===== config.mk =====
export PLATFORM = sky130hd
export DESIGN_NAME = eager_fork_n
export DESIGN_NICKNAME = d
export VERILOG_FILES = /design/src/rtl/eager_fork_n_pkg.sv /design/src/rtl/and_n.sv /design/src/rtl/eager_fork_register_block.sv /design/src/rtl/eager_fork_n.sv
export SDC_FILE = /design/constraint.sdc
export NUM_CORES = 1
export LEC_CHECK = 0
export CAP_MARGIN = 5
export CORE_MARGIN = 2
export CORE_UTILIZATION = 22
export CTS_BUF_LIST = sky130_fd_sc_hd__clkbuf_2 sky130_fd_sc_hd__clkbuf_4 sky130_fd_sc_hd__clkbuf_8
export DETAILED_ROUTE_END_ITERATION = 8
export PLACE_DENSITY = 0.84
export SETUP_SLACK_MARGIN = 0.5
export SLEW_MARGIN = 20
export SYNTH_ARGS = -nofsm -noshare
export SYNTH_HDL_FRONTEND = slang
export SYNTH_SLANG_ARGS = --single-unit

===== constraint.sdc =====
create_clock -name clk -period 1.3 [get_ports clk]
set_clock_uncertainty 0.15 [all_clocks]
set_input_delay 0.195 -clock clk [delete_from_list [all_inputs] [get_ports clk]]
set_output_delay 0.195 -clock clk [all_outputs]
set_load 0.005 [all_outputs]

===== src/rtl/eager_fork_n_pkg.sv =====
`default_nettype none
// ============================================================================
//  Module      : eager_fork_n_pkg
//  Description : Shared types for the eager fork (per-output sent state).
//  Revision    : 1.0 - initial release
// ============================================================================
package eager_fork_n_pkg;

    // Per-output token state: has this output already taken the current token
    typedef enum logic [0:0] {
        SENT_IDLE = 1'b0,
        SENT_DONE = 1'b1
    } sent_e;

endpackage : eager_fork_n_pkg
`default_nettype wire


===== src/rtl/and_n.sv =====
`default_nettype none
// ============================================================================
//  Module      : and_n
//  Description : Support library N-input AND reduction.
//  Revision    : 1.0 - initial release
// ============================================================================
module and_n #(
    parameter int SIZE = 2
) (
    input  logic [SIZE-1:0] ins,
    output logic            outs
);

    assign outs = &ins;

endmodule : and_n
`default_nettype wire


===== src/rtl/eager_fork_register_block.sv =====
`default_nettype none
// ============================================================================
//  Module      : eager_fork_register_block
//  Description : One output lane of the eager fork: sent flag and valid gating.
//  Revision    : 1.0 - initial release
// ============================================================================
module eager_fork_register_block
    import eager_fork_n_pkg::*;
(
    input  logic clk,
    input  logic rst,
    input  logic ins_valid,
    input  logic outs_ready,
    input  logic block_stop,
    output logic outs_valid,
    output logic sent
);

    sent_e r_sent;

    assign outs_valid = ins_valid && (r_sent == SENT_IDLE);
    assign sent       = (r_sent == SENT_DONE);

    // Consumption of the input token takes priority so the next token starts clean
    always_ff @(posedge clk or negedge rst) begin
        if (!rst) begin
            r_sent <= SENT_IDLE;
        end else if (ins_valid && !block_stop) begin
            r_sent <= SENT_IDLE;
        end else if (outs_valid && outs_ready) begin
            r_sent <= SENT_DONE;
        end
    end

endmodule : eager_fork_register_block
`default_nettype wire


===== src/rtl/eager_fork_n.sv =====
`default_nettype none
// ============================================================================
//  Module      : eager_fork_n
//  Description : Eager 1-to-SIZE fork; each output takes each token exactly once.
//  Revision    : 1.0 - initial release
// ============================================================================
module eager_fork_n #(
    parameter int SIZE       = 2,
    parameter int DATA_WIDTH = 32
) (
    input  logic                       clk,
    input  logic                       rst,
    input  logic [DATA_WIDTH-1:0]      ins,
    input  logic                       ins_valid,
    output logic                       ins_ready,
    output logic [SIZE*DATA_WIDTH-1:0] outs,
    output logic [SIZE-1:0]            outs_valid,
    input  logic [SIZE-1:0]            outs_ready
);

    logic [SIZE-1:0] w_sent;
    logic [SIZE-1:0] w_ready_terms;
    logic            w_block_stop;

    assign outs          = {SIZE{ins}};
    // Ready depends only on sent state and downstream ready, never on ins_valid
    assign w_ready_terms = w_sent | outs_ready;
    assign w_block_stop  = ~ins_ready;

    and_n #(
        .SIZE (SIZE)
    ) u_ready_and (
        .ins  (w_ready_terms),
        .outs (ins_ready)
    );

    generate
        for (genvar gi = 0; gi < SIZE; gi++) begin : g_lane
            eager_fork_register_block u_reg_block (
                .clk        (clk),
                .rst        (rst),
                .ins_valid  (ins_valid),
                .outs_ready (outs_ready[gi]),
                .block_stop (w_block_stop),
                .outs_valid (outs_valid[gi]),
                .sent       (w_sent[gi])
            );
        end
    endgenerate

endmodule : eager_fork_n
`default_nettype wire


# Yosys cells after proc, flatten, opt, wreduce, memory -nomap -nowiden
# Cells that the tools add are included.
# word_totals
register_bits	2
in_bits	37
output_inout_bits	67
word_cells	17
# classes
mux	4
bitwise_logic	3
reduce_logical	8
# op_table
operator	count
$logic_and A1 B1 Y1	5
$mux W1	4
$reduce_bool A2 Y1	2
$not A1 Y1	2
$or A2 B2 Y2	1
$reduce_and A2 Y1	1

# Depth between registers and ports, before layout
# logic_depth
depth_word	5
mapped_depth	2
ltp_nobuf	2

# Modules after synthesis
# Synthesis repeated with hierarchy kept, for this count alone.
# unflattened
hier_cells	78
area_unflattened_um2	593.1
# by_module_without_submodules
module	n_inst	cells_each	area_each_um2	seq_area_each_um2
eager_fork_n	1	67	496.7	0.0
eager_fork_register_block	2	5	45.0	25.0
and_n	1	1	6.3	0.0

# Worst setup path before layout
# OpenSTA, ideal clock, no wires.
# synth_path
path_kind	register -> output
from	register g_lane[0].u_reg_block.r_sent
to	output port outs_valid[0]
arrival_ns	0.681
required_time_ns	0.955
slack_ns	0.274
path_stages_with_launch	3
path_buffers	1
cell_sequence	dfrtp_1 and2b_2 buf_4
# synth_via
elab_chain_cells	2
# synth_lines
item	line	source
from (decl)	eager_fork_register_block.sv:19	sent_e r_sent;
from (signal assigned)	eager_fork_register_block.sv:27	r_sent <= SENT_IDLE;
from (signal assigned)	eager_fork_register_block.sv:29	r_sent <= SENT_IDLE;
from (signal assigned)	eager_fork_register_block.sv:31	r_sent <= SENT_DONE;
$not A1 Y1	eager_fork_register_block.sv:21	assign outs_valid = ins_valid && (r_sent == SENT_IDLE);
$logic_and A1 B1 Y1	eager_fork_register_block.sv:21	
to (decl)	eager_fork_n.sv:17	output logic [SIZE-1:0] outs_valid,
# Every way passes these cells.

# Worst setup path in the final report
# layout_path
from	register g_lane[1].u_reg_block.r_sent
to	output port ins_ready
# layout_via
elab_chain_cells	2
# layout_lines
item	line	source
from (decl)	eager_fork_register_block.sv:19	
from (signal assigned)	eager_fork_register_block.sv:27	
from (signal assigned)	eager_fork_register_block.sv:29	
from (signal assigned)	eager_fork_register_block.sv:31	
$or A2 B2 Y2	eager_fork_n.sv:27	assign w_ready_terms = w_sent | outs_ready;
$reduce_and A2 Y1	and_n.sv:14	assign outs = &ins;
to (decl)	eager_fork_n.sv:15	output logic ins_ready,
# Every way passes these cells.

==> metrics.txt <==
# TYPE chip_impl_metric gauge
chip_impl_info{name="outcome",value="finished, final reports clean"} 1
chip_impl_metric{name="drt-pass1-iter-count",unit=""} 2
chip_impl_metric{name="clock_sinks",unit=""} 2
chip_impl_metric{name="number_of_flops_mapped_to_enable_cells_by_yosys",unit=""} 0
chip_impl_metric{name="core",unit="sq um"} 2686
chip_impl_metric{name="wire_length_after_detailed_routing",unit="microns"} 704
chip_impl_metric{name="grt_start_max_net_pins",unit=""} 5
chip_impl_metric{name="power.ir.vdd_worst",unit="uV"} 226.9
chip_impl_metric{name="synth_top_area_share",unit="%"} 81.99
chip_impl_metric{name="fin_worst_hold_slack",unit="ps"} 0.3961
chip_impl_info{name="timing_worst_setup_path_type",value="flip-flop to output pin"} 1
chip_impl_info{name="grt_setup_unrepaired",value="true"} 1
chip_impl_metric{name="cts.reportedPaths.clkPinSlew",unit="ps"} 30
chip_impl_metric{name="worst_ep_arrival_time",unit="ps"} 930
chip_impl_metric{name="largest_register_ff_count",unit=""} 2
chip_impl_metric{name="yosys-mux-area-fraction",unit="%"} 0
chip_impl_metric{name="grt_usage",unit="%"} 3.865
chip_impl_info{name="cts_tree",value="built"} 1
chip_impl_info{name="ctsRootBufferMaster",value="clkbuf_4"} 1
chip_impl_metric{name="worst_skew_pair.late_latency",unit="ps"} 220
chip_impl_metric{name="antenna_violations_before_repair",unit=""} 0
chip_impl_metric{name="cp_data_required_time",unit="ps"} 950
chip_impl_metric{name="design.final.nets",unit=""} 67
chip_impl_info{name="worst_setup_path_start_kind",value="flip-flop"} 1
chip_impl_metric{name="finalCriticalPeriod",unit="ps"} 1277
chip_impl_metric{name="globalRoute.totalOverflow",unit=""} 0
chip_impl_metric{name="netlist_instances",unit=""} 77
chip_impl_metric{name="remaining_drc_errors",unit=""} 0
chip_impl_metric{name="synth_area_in_simple_gates",unit="%"} 3.934
chip_impl_metric{name="floorplan.die_area",unit="sq um"} 3182
chip_impl_metric{name="max_cap_viol_count",unit=""} 0
chip_impl_metric{name="hpwlAfterDp",unit="microns"} 487.8
chip_impl_metric{name="fin_crit_sh",unit="%"} 98.23
chip_impl_metric{name="timing.max_slew.rel_slack",unit="%"} 91.78
chip_impl_info{name="synth_area_leaders",value="buf_4, dfrtp_1, o21a_1, a21oi_1, o22a_2"} 1
chip_impl_metric{name="violation_count_after_the_first_detailed_route_iteration",unit=""} 6
chip_impl_metric{name="drt-wirelength-per-cell",unit="microns"} 11.93
chip_impl_metric{name="finalSetupViolCount",unit=""} 0
chip_impl_metric{name="post-route-worst-setup-slack",unit="ps"} 23.04
chip_impl_info{name="synth.most_common_cell",value="buf_4"} 1
chip_impl_metric{name="rows",unit=""} 19
chip_impl_metric{name="cts_max_level",unit=""} 1
chip_impl_info{name="post_synth_most_frequent_cells",value="buf_4, a21oi_1, dfrtp_1, nor2_1, o21a_1"} 1
chip_impl_metric{name="synth.ff_latch_count",unit=""} 2
chip_impl_metric{name="drive_above_1_share",unit="%"} 60.71
chip_impl_metric{name="yosys_warnings",unit=""} 0
chip_impl_info{name="ys.flop_type",value="dfrtp_1"} 1
chip_impl_metric{name="global_route_wire_length_before_repair",unit="microns"} 855
chip_impl_metric{name="async_reset_ff_share",unit="%"} 100.0
chip_impl_metric{name="vias_per_cell",unit=""} 3.186
chip_impl_metric{name="die-height",unit="microns"} 56.41
chip_impl_metric{name="cts-root-to-sink-buffers",unit=""} 2
chip_impl_info{name="critPathCaptureType",value="output pin"} 1
chip_impl_metric{name="avgSynthCellArea",unit="sq um"} 7.848
chip_impl_metric{name="synth_cell_type_count",unit=""} 8
chip_impl_metric{name="number_of_global_route_vias_before_repair",unit=""} 192
chip_impl_metric{name="power.density_cell_area",unit="nW/um^2"} 1042
chip_impl_metric{name="port_buffers",unit=""} 7
chip_impl_metric{name="floorplan.initialDensity",unit="%"} 22.50
chip_impl_metric{name="tritoncts_buffers",unit=""} 3
chip_impl_metric{name="hold_violations",unit=""} 0
chip_impl_metric{name="worst_pin_slew",unit="ps"} 122.9
chip_impl_metric{name="die_width",unit="microns"} 56.41
chip_impl_metric{name="post_synth_xor_area_fraction",unit="%"} 0
chip_impl_metric{name="critical_path.max_fanout",unit=""} 3
chip_impl_metric{name="netlist_area",unit="sq um"} 604.3
chip_impl_metric{name="antenna_cells_inserted",unit=""} 0
chip_impl_info{name="hp-class",value="input pin to async pin"} 1
chip_impl_metric{name="slew_viol_final",unit=""} 0
chip_impl_metric{name="synth_sequential_area_ratio",unit="%"} 8.282
chip_impl_metric{name="fmax",unit="MHz"} 783.1
chip_impl_metric{name="postSynthNetCount",unit=""} 114
chip_impl_metric{name="dp_worst_setup_slack",unit="ps"} -368.0
chip_impl_metric{name="globalplace.congestion",unit=""} 0.7752
chip_impl_metric{name="pin_count",unit=""} 104
chip_impl_metric{name="synth_adder_area_share",unit="%"} 0
chip_impl_info{name="netlist.top_cell.by_area",value="buf_4"} 1
chip_impl_metric{name="power.static_leakage",unit="uW"} 0.0001299
chip_impl_metric{name="ant_nets",unit=""} 0
chip_impl_metric{name="routed-via-count",unit=""} 188
chip_impl_info{name="main_combinational_cell_family_by_area_after_synthesis",value="buffers and inverters"} 1
chip_impl_metric{name="synth_compound_gate_area_share",unit="%"} 5.797
chip_impl_metric{name="flow.area_growth_from_synthesis",unit="%"} -52.59
==> per-stage QoR <==
step           total power [uW]  instance area (sq um)  std cells  TNS, ps  util (%)
2_1_floorplan             270.5                  608.1         77        0         -
3_3_place_gp              155.8                  255.2         54    -1030     9.502
5_1_grt                   322.8                  286.5         59   -9.444     10.67
3_5_place_dp              158.0                  255.2         54    -1072     9.502
4_1_cts                   302.1                  275.3         58        0     10.25
6_report                  298.5                  286.5         59        0     10.67
==> worst paths after layout <==
path | cells past startpoint | slack [ps] | endpoint | from
setup / recovery | 2 | 20 | ins_ready | g_lane[1].u_reg_block.sent
max in group asynchronous | 1 | 870 | g_lane[1].u_reg_block.sent | rst
hold / removal | 1 | 0.4 | g_lane[0].u_reg_block.sent | rst
setup reg to reg | 5 | 110 | g_lane[0].u_reg_block.sent | g_lane[1].u_reg_block.sent
hold reg to reg | 3 | 480 | g_lane[0].u_reg_block.sent | g_lane[0].u_reg_block.sent
min in group clk | 0 | 240 | outs[21] | ins[21]
==> cell families (layout without fill, tap and decap cells) <==
group	after synthesis	count (layout)
buf+inv	66	17
simple gates	4	4
flops	2	2
compound gates	5	5
==> where the power goes <==
part / leakage, uW / total (uW) / switching (uW) / internal [uW]
registers: 0.0000250 / 76.3 / 5.59 / 70.7
clock network: 0.0000138 / 134 / 32.2 / 102
logic: 0.0000911 / 88.5 / 30.0 / 58.5
==> area by class of cell <==
cell class	instances	area, sq um
fillers	313	2400
repair buffers	14	108.9
multi-input cells	9	66.31
flip-flops and latches	2	50.05
well taps	31	38.79
clock buffers	3	22.52
==> critical path, stage by stage, from the launching register on <==
cell	delay (ps)
dfrtp_1	380
o22a_2	220
buf_2	120
==> layer usage <==
layer / GRT usage, % / wire length [microns]
met1: 1.534 / 137
met2: 4.034 / 282
met3: 2.995 / 164
met4: 11.22 / 120
met5: 0 / 0
==> timing repair <==
action / in CTS / in global routing
buffers inserted: 1 / 1
endpoints found under the hold margin: 2 / 1
pin swaps: 1 / 2
endpoints found under the setup margin: 5 / 5
resized for setup: 16 / 1
==> layout by cell type (no fill, tap or decap), drive strengths merged <==
cell           Yosys  final
dfrtp              2      2
dlygate4sd2        0      2
nor2               2      2
clkdlybuf4s50      0      2
and2b              2      2
o21a               2      2
a21oi              2      2
buf               66     10
o22a               1      1
clkbuf             0      3
(Power assumes the default switching activity.)
